## config.mk

```make
export PLATFORM = sky130hd
export DESIGN_NAME = turn_controller_flat
export DESIGN_NICKNAME = d
export VERILOG_FILES = /design/src/rtl/connect4_pkg.sv /design/src/rtl/turn_controller_if.sv /design/src/rtl/column_height_tracker.sv /design/src/rtl/turn_controller.sv /design/src/flat_wrapper.sv
export SDC_FILE = /design/constraint.sdc
export NUM_CORES = 1
export LEC_CHECK = 0
export ABC_AREA = 1
export BUFFER_PORTS_ARGS = -buffer_cell sky130_fd_sc_hd__buf_2
export CAP_MARGIN = 10
export CORE_MARGIN = 2
export CORE_UTILIZATION = 40
export DETAILED_ROUTE_END_ITERATION = 7
export GPL_TIMING_DRIVEN = 0
export SYNTH_ARGS = -nofsm -noshare
export SYNTH_HDL_FRONTEND = slang
export SYNTH_SLANG_ARGS = --single-unit
```

## constraint.sdc

```tcl
create_clock -name clock -period 10.5 [get_ports clock]
set_clock_uncertainty 0.2 [all_clocks]
set_input_delay 2.625 -clock clock [delete_from_list [all_inputs] [get_ports clock]]
set_output_delay 2.625 -clock clock [all_outputs]
set_load 0.05 [all_outputs]
```

## src/rtl/connect4_pkg.sv

```systemverilog
// Shared types and board geometry for the Connect-4 sequencer and its datapath.
package connect4_pkg;
  localparam int COLS   = 7;
  localparam int ROWS   = 6;
  localparam int COL_W  = $clog2(COLS);
  localparam int ROW_W  = $clog2(ROWS);
  localparam int H_W    = $clog2(ROWS + 1);
  localparam int MOVE_W = 6;

  typedef enum logic [1:0] {
    NONE = 2'd0,
    P1   = 2'd1,
    P2   = 2'd2
  } player_t;

  typedef enum logic [2:0] {
    S_WAIT_MOVE = 3'd0,
    S_AI_WAIT   = 3'd1,
    S_WRITE     = 3'd2,
    S_CHECK     = 3'd3,
    S_OVER      = 3'd4
  } tc_state_t;

  typedef struct packed {
    logic             ok;
    logic [COL_W-1:0] idx;
  } sel_t;

  // ok is set only when exactly one bit of v is high; idx is then its position.
  function automatic sel_t onehot_idx(input logic [COLS-1:0] v);
    sel_t r;
    int   n;
    r = '0;
    n = 0;
    for (int i = 0; i < COLS; i++) begin
      if (v[i]) begin
        n++;
        r.idx = COL_W'(i);
      end
    end
    r.ok = (n == 1);
    return r;
  endfunction
endpackage

```

## src/rtl/turn_controller_if.sv

```systemverilog
// Board-write, win-check and AI-move handshake bundle between the sequencer and the datapath.
interface turn_controller_if;
  logic                              wr_valid;
  logic [connect4_pkg::COL_W-1:0]    wr_col;
  logic [connect4_pkg::ROW_W-1:0]    wr_row;
  connect4_pkg::player_t             wr_player;
  logic                              wr_ready;
  logic                              chk_start;
  logic                              chk_done;
  logic                              chk_win;
  logic                              ai_req;
  logic [connect4_pkg::COL_W-1:0]    ai_col;
  logic                              ai_valid;

  modport master (
    output wr_valid, wr_col, wr_row, wr_player, chk_start, ai_req,
    input  wr_ready, chk_done, chk_win, ai_col, ai_valid
  );

  modport slave (
    input  wr_valid, wr_col, wr_row, wr_player, chk_start, ai_req,
    output wr_ready, chk_done, chk_win, ai_col, ai_valid
  );
endinterface

```

## src/rtl/column_height_tracker.sv

```systemverilog
// Per-column fill heights with full flags and the lowest-index column that still has room.
module column_height_tracker
  import connect4_pkg::*;
(
  input  logic                      clock,
  input  logic                      reset,
  input  logic                      clr_i,
  input  logic                      inc_i,
  input  logic [COL_W-1:0]          inc_col_i,
  output logic [COLS-1:0][H_W-1:0]  height_o,
  output logic [COLS-1:0]           full_o,
  output logic [COL_W-1:0]          lowest_free_o
);
  logic [COLS-1:0][H_W-1:0] height_q, height_d;

  always_comb begin
    height_d = height_q;
    if (clr_i) begin
      height_d = '0;
    end else if (inc_i) begin
      for (int i = 0; i < COLS; i++) begin
        if (inc_col_i == COL_W'(i) && !full_o[i]) height_d[i] = height_q[i] + H_W'(1);
      end
    end
  end

  always_ff @(posedge clock) begin
    if (!reset) height_q <= '0;
    else        height_q <= height_d;
  end

  always_comb begin
    full_o = '0;
    for (int i = 0; i < COLS; i++) full_o[i] = (height_q[i] == H_W'(ROWS));
  end

  // Scan downward so the last hit is the lowest free index.
  always_comb begin
    lowest_free_o = '0;
    for (int i = COLS - 1; i >= 0; i--) begin
      if (!full_o[i]) lowest_free_o = COL_W'(i);
    end
  end

  assign height_o = height_q;
endmodule

```

## src/rtl/turn_controller.sv

```systemverilog
// Connect-4 game sequencer: move validation, board-write handshake, win/draw tracking, PvE arbitration.
// Optional AI_WATCHDOG_EN adds an AI timeout that falls back to the lowest free column.
module turn_controller
  import connect4_pkg::*;
#(
  parameter int AI_TIMEOUT = 255
) (
  input  logic              clock,
  input  logic              reset,
  input  logic [COLS-1:0]   move_sel,
  input  logic              confirm,
  input  logic              new_game,
  input  logic              pvp_mode,
  input  logic              first_p2,
  turn_controller_if.master bus,
  output player_t           cur_player,
  output player_t           winner,
  output logic              draw,
  output logic              err_invalid,
  output logic [2:0]        state_dbg
);
  tc_state_t        state_q, state_d;
  player_t          cur_q, cur_d, winner_q, winner_d;
  logic             draw_q, draw_d;
  logic             pvp_q, pvp_d, first_q, first_d;
  logic [COL_W-1:0] col_q, col_d;
  logic [ROW_W-1:0] row_q, row_d;
  logic [MOVE_W-1:0] moves_q, moves_d;
  logic             err_q, err_d;
  logic             chk_start_q, chk_start_d;
  logic             confirm_q, new_game_q;

  logic             confirm_edge, new_game_edge, handshake, mover_is_ai;
  logic [COLS-1:0][H_W-1:0] height;
  logic [COLS-1:0]  full;
  logic [(1<<COL_W)-1:0] full_ext;
  logic [COL_W-1:0] lowest_free;
  logic             ai_fire;
  logic [COL_W-1:0] ai_pick;
  sel_t             human_sel;

  function automatic logic [ROW_W-1:0] row_of(input logic [COLS-1:0][H_W-1:0] h,
                                              input logic [COL_W-1:0] c);
    logic [ROW_W-1:0] r;
    r = '0;
    for (int i = 0; i < COLS; i++) begin
      if (c == COL_W'(i)) r = ROW_W'(h[i]);
    end
    return r;
  endfunction

  assign confirm_edge  = confirm & ~confirm_q;
  assign new_game_edge = new_game & ~new_game_q;
  assign mover_is_ai   = ~pvp_q & (cur_q == P2);
  assign handshake     = (state_q == S_WRITE) & bus.wr_ready & ~new_game_edge;

  // Column indices beyond COLS-1 read as full, so an out-of-range AI pick falls back.
  always_comb begin
    full_ext = '1;
    full_ext[COLS-1:0] = full;
  end

  column_height_tracker u_heights (
    .clock         (clock),
    .reset         (reset),
    .clr_i         (new_game_edge),
    .inc_i         (handshake),
    .inc_col_i     (col_q),
    .height_o      (height),
    .full_o        (full),
    .lowest_free_o (lowest_free)
  );

`ifdef AI_WATCHDOG_EN
  logic [7:0] wd_cnt_q;
  logic       wd_expired;

  assign wd_expired = (wd_cnt_q == 8'(AI_TIMEOUT - 1));

  always_ff @(posedge clock) begin
    if (!reset || state_q != S_AI_WAIT || new_game_edge) wd_cnt_q <= '0;
    else if (!wd_expired)                              wd_cnt_q <= wd_cnt_q + 8'd1;
  end

  assign ai_fire = bus.ai_valid | wd_expired;
  assign ai_pick = (bus.ai_valid && !full_ext[bus.ai_col]) ? bus.ai_col : lowest_free;
`else
  logic [31:0] unused_timeout;
  assign unused_timeout = AI_TIMEOUT;
  assign ai_fire = bus.ai_valid;
  assign ai_pick = full_ext[bus.ai_col] ? lowest_free : bus.ai_col;
`endif

  logic unused_first;
  assign unused_first = first_q;

  always_comb begin
    state_d     = state_q;
    cur_d       = cur_q;
    winner_d    = winner_q;
    draw_d      = draw_q;
    pvp_d       = pvp_q;
    first_d     = first_q;
    col_d       = col_q;
    row_d       = row_q;
    moves_d     = moves_q;
    err_d       = 1'b0;
    chk_start_d = 1'b0;
    human_sel   = onehot_idx(move_sel);

    if (new_game_edge) begin
      pvp_d    = pvp_mode;
      first_d  = first_p2;
      cur_d    = first_p2 ? P2 : P1;
      winner_d = NONE;
      draw_d   = 1'b0;
      moves_d  = '0;
      state_d  = (!pvp_mode && first_p2) ? S_AI_WAIT : S_WAIT_MOVE;
    end else begin
      unique case (state_q)
        S_WAIT_MOVE: begin
          if (confirm_edge && !mover_is_ai) begin
            if (!human_sel.ok || full_ext[human_sel.idx]) begin
              err_d = 1'b1;
            end else begin
              col_d   = human_sel.idx;
              row_d   = row_of(height, human_sel.idx);
              state_d = S_WRITE;
            end
          end
        end
        S_AI_WAIT: begin
          if (ai_fire) begin
            col_d   = ai_pick;
            row_d   = row_of(height, ai_pick);
            state_d = S_WRITE;
          end
        end
        S_WRITE: begin
          if (bus.wr_ready) begin
            moves_d     = moves_q + MOVE_W'(1);
            chk_start_d = 1'b1;
            state_d     = S_CHECK;
          end
        end
        S_CHECK: begin
          if (bus.chk_done) begin
            if (bus.chk_win) begin
              winner_d = cur_q;
              state_d  = S_OVER;
            end else if (moves_q == MOVE_W'(COLS * ROWS)) begin
              draw_d  = 1'b1;
              state_d = S_OVER;
            end else begin
              cur_d   = (cur_q == P1) ? P2 : P1;
              state_d = (!pvp_q && cur_d == P2) ? S_AI_WAIT : S_WAIT_MOVE;
            end
          end
        end
        S_OVER:  state_d = S_OVER;
        default: state_d = S_WAIT_MOVE;
      endcase
    end
  end

  always_ff @(posedge clock) begin
    if (!reset) begin
      state_q     <= S_WAIT_MOVE;
      cur_q       <= P1;
      winner_q    <= NONE;
      draw_q      <= 1'b0;
      pvp_q       <= 1'b1;
      first_q     <= 1'b0;
      col_q       <= '0;
      row_q       <= '0;
      moves_q     <= '0;
      err_q       <= 1'b0;
      chk_start_q <= 1'b0;
      confirm_q   <= 1'b0;
      new_game_q  <= 1'b0;
    end else begin
      state_q     <= state_d;
      cur_q       <= cur_d;
      winner_q    <= winner_d;
      draw_q      <= draw_d;
      pvp_q       <= pvp_d;
      first_q     <= first_d;
      col_q       <= col_d;
      row_q       <= row_d;
      moves_q     <= moves_d;
      err_q       <= err_d;
      chk_start_q <= chk_start_d;
      confirm_q   <= confirm;
      new_game_q  <= new_game;
    end
  end

  // A restart withdraws any pending write in the same cycle.
  assign bus.wr_valid  = (state_q == S_WRITE) & ~new_game_edge;
  assign bus.wr_col    = col_q;
  assign bus.wr_row    = row_q;
  assign bus.wr_player = cur_q;
  assign bus.chk_start = chk_start_q;
  assign bus.ai_req    = (state_q == S_AI_WAIT);

  assign cur_player  = cur_q;
  assign winner      = winner_q;
  assign draw        = draw_q;
  assign err_invalid = err_q;
  assign state_dbg   = state_q;
endmodule

```

## src/flat_wrapper.sv

```systemverilog
// flat-port wrapper written by rule: the top's interface ports become plain ports
module turn_controller_flat import connect4_pkg::*;
#(
  parameter int AI_TIMEOUT = 255
)
  (clock, reset, move_sel, confirm, new_game, pvp_mode, first_p2, cur_player, winner, draw, err_invalid, state_dbg, bus_wr_valid, bus_wr_col, bus_wr_row, bus_wr_player, bus_chk_start, bus_ai_req, bus_wr_ready, bus_chk_done, bus_chk_win, bus_ai_col, bus_ai_valid);
  turn_controller_if bus_i ();
  input  logic clock;
  input  logic reset;
  input  logic [COLS-1:0] move_sel;
  input  logic confirm;
  input  logic new_game;
  input  logic pvp_mode;
  input  logic first_p2;
  output player_t cur_player;
  output player_t winner;
  output logic draw;
  output logic err_invalid;
  output logic [2:0] state_dbg;
  output wire logic [$bits(bus_i.wr_valid)-1:0] bus_wr_valid;
  output wire logic [$bits(bus_i.wr_col)-1:0] bus_wr_col;
  output wire logic [$bits(bus_i.wr_row)-1:0] bus_wr_row;
  output wire logic [$bits(bus_i.wr_player)-1:0] bus_wr_player;
  output wire logic [$bits(bus_i.chk_start)-1:0] bus_chk_start;
  output wire logic [$bits(bus_i.ai_req)-1:0] bus_ai_req;
  input wire logic [$bits(bus_i.wr_ready)-1:0] bus_wr_ready;
  input wire logic [$bits(bus_i.chk_done)-1:0] bus_chk_done;
  input wire logic [$bits(bus_i.chk_win)-1:0] bus_chk_win;
  input wire logic [$bits(bus_i.ai_col)-1:0] bus_ai_col;
  input wire logic [$bits(bus_i.ai_valid)-1:0] bus_ai_valid;
  assign bus_wr_valid = bus_i.wr_valid;
  assign bus_wr_col = bus_i.wr_col;
  assign bus_wr_row = bus_i.wr_row;
  assign bus_wr_player = bus_i.wr_player;
  assign bus_chk_start = bus_i.chk_start;
  assign bus_ai_req = bus_i.ai_req;
  assign bus_i.wr_ready = bus_wr_ready;
  assign bus_i.chk_done = bus_chk_done;
  assign bus_i.chk_win = bus_chk_win;
  assign bus_i.ai_col = bus_ai_col;
  assign bus_i.ai_valid = bus_ai_valid;
  turn_controller #(.AI_TIMEOUT(AI_TIMEOUT)) u_core (.clock(clock), .reset(reset), .move_sel(move_sel), .confirm(confirm), .new_game(new_game), .pvp_mode(pvp_mode), .first_p2(first_p2), .bus(bus_i), .cur_player(cur_player), .winner(winner), .draw(draw), .err_invalid(err_invalid), .state_dbg(state_dbg));
endmodule
```

==> flow_summary.json, run 1 <==
{
  "grt_pass1_wl_mm": 14.99,
  "cts_tree": "done",
  "crit_chain": "buf_2 > inv_1 > nor2_1 > nor2_1 > buf_2",
  "dr.first_iter.drc_count": 154,
  "cts_post_setup_buffers_inserted": 0,
  "fin_cells": 681,
  "synth_nets": 571,
  "synth_cells": 529,
  "cts_buffers": 5,
  "synth_area_leaders": "dfxtp_1, nand2_1, inv_1",
  "syn_area_um2": 3393,
  "cts_resized": 0,
  "antenna_found_initial": 0,
  "fp.dieW_um": 96.11,
  "yosysTopAreaCell": "dfxtp_1",
  "antenna_cells": 0,
  "first_pass_iters": 5,
  "final_core_utilization": 0.4637,
  "yosysMostFrequentCell": "nand2_1",
  "finalSetupTns_ns": 0,
  "path_max_fanout": 8,
  "synth_top_cell_area_share": 0.2714,
  "port_buffers": 39,
  "worst-setup-path-type": "in -> out",
  "critical_path_arrival_ns": 3.50,
  "cpMaxStageDelayCell": "nor2_1",
  "worst_pin_slew_ns": 0.7089,
  "clk_pin_slew_worst_paths_ns": 0.10,
  "wl_mm": 9.013,
  "finalSetupViolCount": 0,
  "ir_drop_mv": 0.06217,
  "yosysSeqAreaShare": 0.2714,
  "p_leak_nw": 1.843,
  "holdCritPathClass": "reg -> reg",
  "postSynthAreaPerCell_um2": 6.414,
  "num-nets-final": 617,
  "ys_warn_count": 0,
  "hold_violations": 0,
  "place_area_um2": 3720,
  "wl_per_cell_um": 13.23,
  "fill_cells": 898,
  "cp-start-kind": "input pin",
  "ctsHoldBuffers": 0,
  "synth_edf_count": 0,
  "area_growth_pct": 12.28,
  "powerDensity_nw_per_um2": 114.8,
  "synth-seq-cells": 46,
  "cts_sinks": 46,
  "post-place-ws_ns": 4.133,
  "io_pins": 40,
  "hpwlAfterDp_mm": 7.162,
  "fin_crit_ns": 6.325,
  "synthTopCellsByCount": "nand2_1, inv_1, dfxtp_1",
  "cap_violations": 0,
  "cp.required_ns": 7.68,
  "row_count": 33,
  "drive_gt1_frac": 0.1389,
  "clock_path_buffers": 2,
  "maxSlewViolCount": 0,
  "finalPower_mw": 0.4374,
  "grtUsageTotal": 0.2093,
  "setup_slack_ns": 4.175,
  "drtAntennaViolNets": 0,
  "status": "complete, no violations",
  "die_h_um": 96.11,
  "rsz0062_at_grt": "false",
  "fmax_mhz": 158.1,
  "relSlewSlack": 0.5274,
  "place_congestion": 0.9470,
  "stdcell_area_um2": 3810,
  "die_area_um2": 9236,
  "slowest_delay_ns": 0.43,
  "placedCellCount": 673,
  "clk_latency_ns": 0.31,
  "fin_crit_sh": 0.6024,
  "clockRootBuffer": "clkbuf_8",
  "htree_levels": 2,
  "synth_top_flop_cell": "dfxtp_1",
  "hold_slack_ns": 0.2826,
  "drcViolationCount": 0,
  "grt_pass1_vias": 3203,
  "synth.distinct_cells": 33,
  "cp-end-kind": "primary output",
  "synthArstFlopShare": 0,
  "start_util": 0.4130,
  "viasPerCell": 5.073,
  "grt_max_degree": 16,
  "overflow": 0,
  "coreArea_um2": 8217,
  "vias": 3455
}
## layout by cell type, fill, tap and decap left out
cell type	n
a21oi_1	36
and3_1	2
buf_2	41
buf_4	3
buf_6	1
clkbuf_1	3
clkbuf_8	5
clkinv_2	1
clkinv_4	1
clkinvlp_4	1
dfxtp_1	46
ha_1	22
inv_1	79
inv_2	6
nand2_1	150
nand2_2	5
nand3_1	44
nand3_2	1
nand3_4	1
nand3b_1	1
nand4_1	16
nor2_1	37
nor2_2	2
nor3_1	14
nor3_2	2
nor3b_1	1
nor4_1	1
nor4_4	7
o211ai_1	1
o21a_1	1
o21ai_0	33
o21ai_1	1
o21ai_2	2
o311ai_0	1
or2_0	1
or2_2	1
xor2_1	6
## area by class of cell
class	instances	area, µm²	share of cell area
buffer	9	55.05	0.01445
clock buffer	5	68.82	0.01806
clock inverter	3	21.27	0.005583
inverter	85	319.1	0.08374
multi-input combinational	389	2098	0.5507
sequential	46	920.9	0.2417
tap	105	131.4	0.03448
timing repair buffer	39	195.2	0.05123
## flip-flops by register name (all words and copies together) (netlist names), 2 cells and up
signal / count
u_core.u_heights.height_o: 21
u_core.moves_q: 6
u_core.bus.wr_col: 3
u_core.bus.wr_row: 3
u_core.state_dbg: 3
u_core.bus.wr_player: 2
u_core.winner: 2
## logic make-up after synthesis
group                      count (synthesis)  synth area share
DFF                                       46            0.2714
adders and majority gates                 22           0.08112
xor gates and xnor gates                   6           0.01549
buffers and inverters                     94            0.1102
and+or+nand+nor                          286            0.4063
AOI/OAI and AO/OA                         75            0.1154
## critical path: cells and delay by family
family	cells	cell delay, ns
buf+inv	3	0.35
simple gates	2	0.53
## path summary, 6_finish.rpt
path / cells after the start / end / slack, ns / start
max: 5 / bus_wr_valid / 4.17 / new_game
min: 2 / u_core.moves_q[5] / 0.28 / u_core.moves_q[5]
max reg2reg: 13 / u_core.bus.wr_row[2] / 7.86 / u_core.u_heights.height_o[9]
min reg2reg: 2 / u_core.moves_q[5] / 0.28 / u_core.moves_q[5]
## metal layers
layer  up-vias  track usage  wire length [µm]
met1      1555       0.2676              4299
met3        12      0.04072               356
li1       1807            -                 -
met4         0      0.05952               157
met5         -            0                 0
met2        81       0.3565              4199
## report_power, final
| part | internal (mW) | switching, mW | total (mW) | leakage (nW) |
|---|---|---|---|---|
| clock network | 0.0469 | 0.0678 | 0.115 | 0.0441 |
| registers | 0.181 | 0.00766 | 0.189 | 0.373 |
| logic | 0.0372 | 0.0964 | 0.134 | 1.43 |
(Power assumes the default switching activity.)
==> run 2, diff against run 1 <==
--- a/config.mk
+++ b/config.mk
@@ -5,7 +5,7 @@
 export SDC_FILE = /design/constraint.sdc
 export NUM_CORES = 1
 export LEC_CHECK = 0
-export ABC_AREA = 1
+export ABC_AREA = 0
 export BUFFER_PORTS_ARGS = -buffer_cell sky130_fd_sc_hd__buf_2
 export CAP_MARGIN = 10
 export CORE_MARGIN = 2
==> constraint.sdc (replaced) <==
create_clock -name clock -period 5.9 [get_ports clock]
set_clock_uncertainty 0.2 [all_clocks]
set_input_delay 1.475 -clock clock [delete_from_list [all_inputs] [get_ports clock]]
set_output_delay 1.475 -clock clock [all_outputs]
set_load 0.05 [all_outputs]
==> run 2 against run 1 <==
Effect of this change:
- final cell count fell by 14%
- sequential share of layout area fell by 0.68 points
- core utilization rose by 1.3 points
- sequential power rose by 72%
- cell area rose by 2.9%
- critical path depth rose by 15
- highest routed layer unchanged
- critical endpoint is now u_core.bus.wr_row[2]
==> flow_summary.json, run 2 <==
{
  "status": "complete, no violations",
  "stdcell_area_um2": 3920,
  "synth_area_leaders": "dfxtp_1, ha_1, nor2_1",
  "num-nets-final": 520,
  "coreArea_um2": 8217,
  "p_sw_mw": 0.2739,
  "area_growth_pct": 15.95,
  "synth_edf_count": 0,
  "port_buffers": 34,
  "place_area_um2": 3715,
  "fp.dieW_um": 95.94,
  "hold_violations": 0,
  "start_util": 0.4115,
  "viasPerCell": 5.729,
  "grt_pass1_wl_mm": 14.68,
  "fin_crit_ns": 5.811,
  "worst_pin_slew_ns": 0.8169,
  "r2r-start": "u_core.u_heights.height_o[18]",
  "maxSlewViolCount": 0,
  "htree_levels": 2,
  "clockRootBuffer": "clkbuf_8",
  "sequentialPowerShare": 0.414,
  "intPower_mw": 0.5121,
  "drcViolationCount": 0,
  "grt_max_degree": 15,
  "clk_latency_ns": 0.31,
  "cp-end-kind": "register",
  "postSynthAreaPerCell_um2": 7.844,
  "hold_slack_ns": 0.2714,
  "overflow": 0,
  "synthTopCellsByCount": "nor2_1, dfxtp_1, nand2_1",
  "die_h_um": 95.94,
  "synth_top_flop_cell": "dfxtp_1",
  "yosysSeqAreaShare": 0.2724,
  "vias": 3346,
  "antenna_found_initial": 0,
  "r2r_slack_ns": 2.53,
  "finalSetupViolCount": 0,
  "reg2reg_depth": 9,
  "critical_path_arrival_ns": 5.83,
  "final_common_cell": "nor2_1",
  "setup.worst_path.end": "u_core.bus.wr_row[2]",
  "synth.distinct_cells": 62,
  "syn_area_um2": 3381,
  "wl_per_cell_um": 16.38,
  "finalPower_mw": 0.7860,
  "pwr-share-clk": 0.276,
  "clock_path_buffers": 2,
  "fill_cells": 835,
  "antenna_cells": 0,
  "path_max_fanout": 5,
  "cp.required_ns": 5.91,
  "synthArstFlopShare": 0,
  "ys_warn_count": 0,
  "die_area_um2": 9204,
  "r2r_end": "u_core.bus.wr_row[2]",
  "synth_nets": 473,
  "largest_reg_flops": 21,
  "cap_violations": 0,
  "hpwlAfterDp_mm": 7.179,
  "cts_tree": "done",
  "synth_top_cell_area_share": 0.2724,
  "grtUsageTotal": 0.2072,
  "cts_buffers": 5,
  "p_leak_nw": 1.449,
  "io_pins": 40,
  "cp-start-kind": "input pin",
  "final_core_utilization": 0.4771,
  "swShare": 0.3485,
  "cts_sinks": 46,
  "worst-setup-path-type": "in -> reg",
  "drive_gt1_frac": 0.1733,
  "first_pass_iters": 5,
  "grt_pass1_vias": 2886,
  "relSlewSlack": 0.4483,
  "place_congestion": 0.9613,
  "powerDensity_nw_per_um2": 200.5,
  "fmax_mhz": 172.1,
  "ctsHoldBuffers": 0,
  "startpoint": "move_sel[0]",
  "fin_crit_sh": 0.9849,
  "holdCritPathClass": "reg -> reg",
  "row_count": 33,
  "synth_cells": 431,
  "clk_pin_slew_worst_paths_ns": 0.10,
  "synth-seq-cells": 46,
  "yosysMostFrequentCell": "nor2_1",
  "drtAntennaViolNets": 0,
  "layout_common_cells": "nor2_1, dfxtp_1, nand2_1",
  "yosysTopAreaCell": "dfxtp_1",
  "wl_mm": 9.563,
  "dr.first_iter.drc_count": 252,
  "ir_drop_mv": 0.09969,
  "comb_power_share": 0.310
}
==> run 2: cell count changes after synthesis, sizes merged, moves of 9 or more <==
cell,delta
nand2,-112
o21ai,-28
and2,+11
inv,-62
a21oi,-11
a211oi,+9
xnor2,+19
nor2,+29
nand3,-34
nand4,-10
clkbuf,+13
==> run 2: area by class of cell <==
cell class / count / area [µm²] / area share
Multi-Input combinational cell: 342 / 2384 / 0.6080
Sequential cell: 46 / 920.9 / 0.2349
Timing Repair Buffer: 40 / 212.7 / 0.05426
Tap cell: 105 / 131.4 / 0.03351
Buffer: 20 / 90.09 / 0.02298
Clock buffer: 7 / 86.33 / 0.02202
Inverter: 23 / 86.33 / 0.02202
Clock inverter: 1 / 8.758 / 0.002234
==> run 2: repair_timing <==
action / CTS / global route
setup buffers: 3 / 2
pin swaps: 6 / 6
resized for setup: 3 / 12
setup endpoints to repair: 6 / 1
==> run 2: how the worst min path moves through the flow <==
| stage | startpoint | to | slack [ns] | cells after the start |
|---|---|---|---|---|
| 2_1_floorplan | u_core.pvp_q | u_core.pvp_q | 0.26 | 2 |
| 3_3_place_gp | u_core.draw | u_core.draw | 0.25 | 2 |
| 3_5_place_dp | u_core.draw | u_core.draw | 0.26 | 2 |
| 4_1_cts | u_core.draw | u_core.draw | 0.28 | 2 |
| 5_1_grt | u_core.draw | u_core.draw | 0.32 | 2 |
| 6_report | u_core.draw | u_core.draw | 0.27 | 2 |
==> run 2: critical path, stage by stage <==
cell	delay (ns)
buf_2	0.12
ha_1	0.24
nor2_2	0.20
nor2_2	0.08
ha_4	0.24
nand2_2	0.07
o31ai_4	0.08
ha_1	0.31
mux2_4	0.27
ha_1	0.28
mux2_2	0.27
ha_1	0.19
nand2_2	0.11
xnor2_4	0.09
a21oi_2	0.13
a21oi_1	0.06
o31a_1	0.35
o41a_1	0.49
or4_4	0.54
o221a_1	0.22
==> run 2: power by group through the flow <==
stage	clock, mW	sequential, mW	combinational, mW
2_1_floorplan	0	0.350	0.147
3_3_place_gp	0	0.333	0.212
6_report	0.217	0.326	0.244
4_1_cts	0.221	0.325	0.224
5_1_grt	0.230	0.327	0.263
3_5_place_dp	0	0.333	0.215
==> run 2: metrics by stage <==
step / setup TNS [ns] / cells / setup slack, ns
2_1_floorplan: 0 / 431 / 0.009611
3_3_place_gp: -2.248 / 570 / -0.4254
3_5_place_dp: -2.744 / 570 / -0.5053
4_1_cts: 0 / 581 / 0.09515
5_1_grt: -0.02388 / 584 / -0.02388
6_report: 0 / 584 / 0.08888
==> run 2: cell families after synthesis <==
family,after synthesis,synth area share
mux,14,0.05070
buf+inv,43,0.05218
fa+ha+maj,22,0.08142
compound gates,89,0.1880
flops,46,0.2724
xor+xnor,26,0.07513
simple gates,191,0.2802
==> run 2: routing by layer <==
| metal | vias up | routed length [µm] | global-route usage |
|---|---|---|---|
| met5 | - | 0 | 0 |
| met2 | 93 | 4473 | 0.3345 |
| li1 | 1643 | - | - |
| met4 | 0 | 183 | 0.06071 |
| met3 | 20 | 348 | 0.02976 |
| met1 | 1590 | 4557 | 0.2869 |
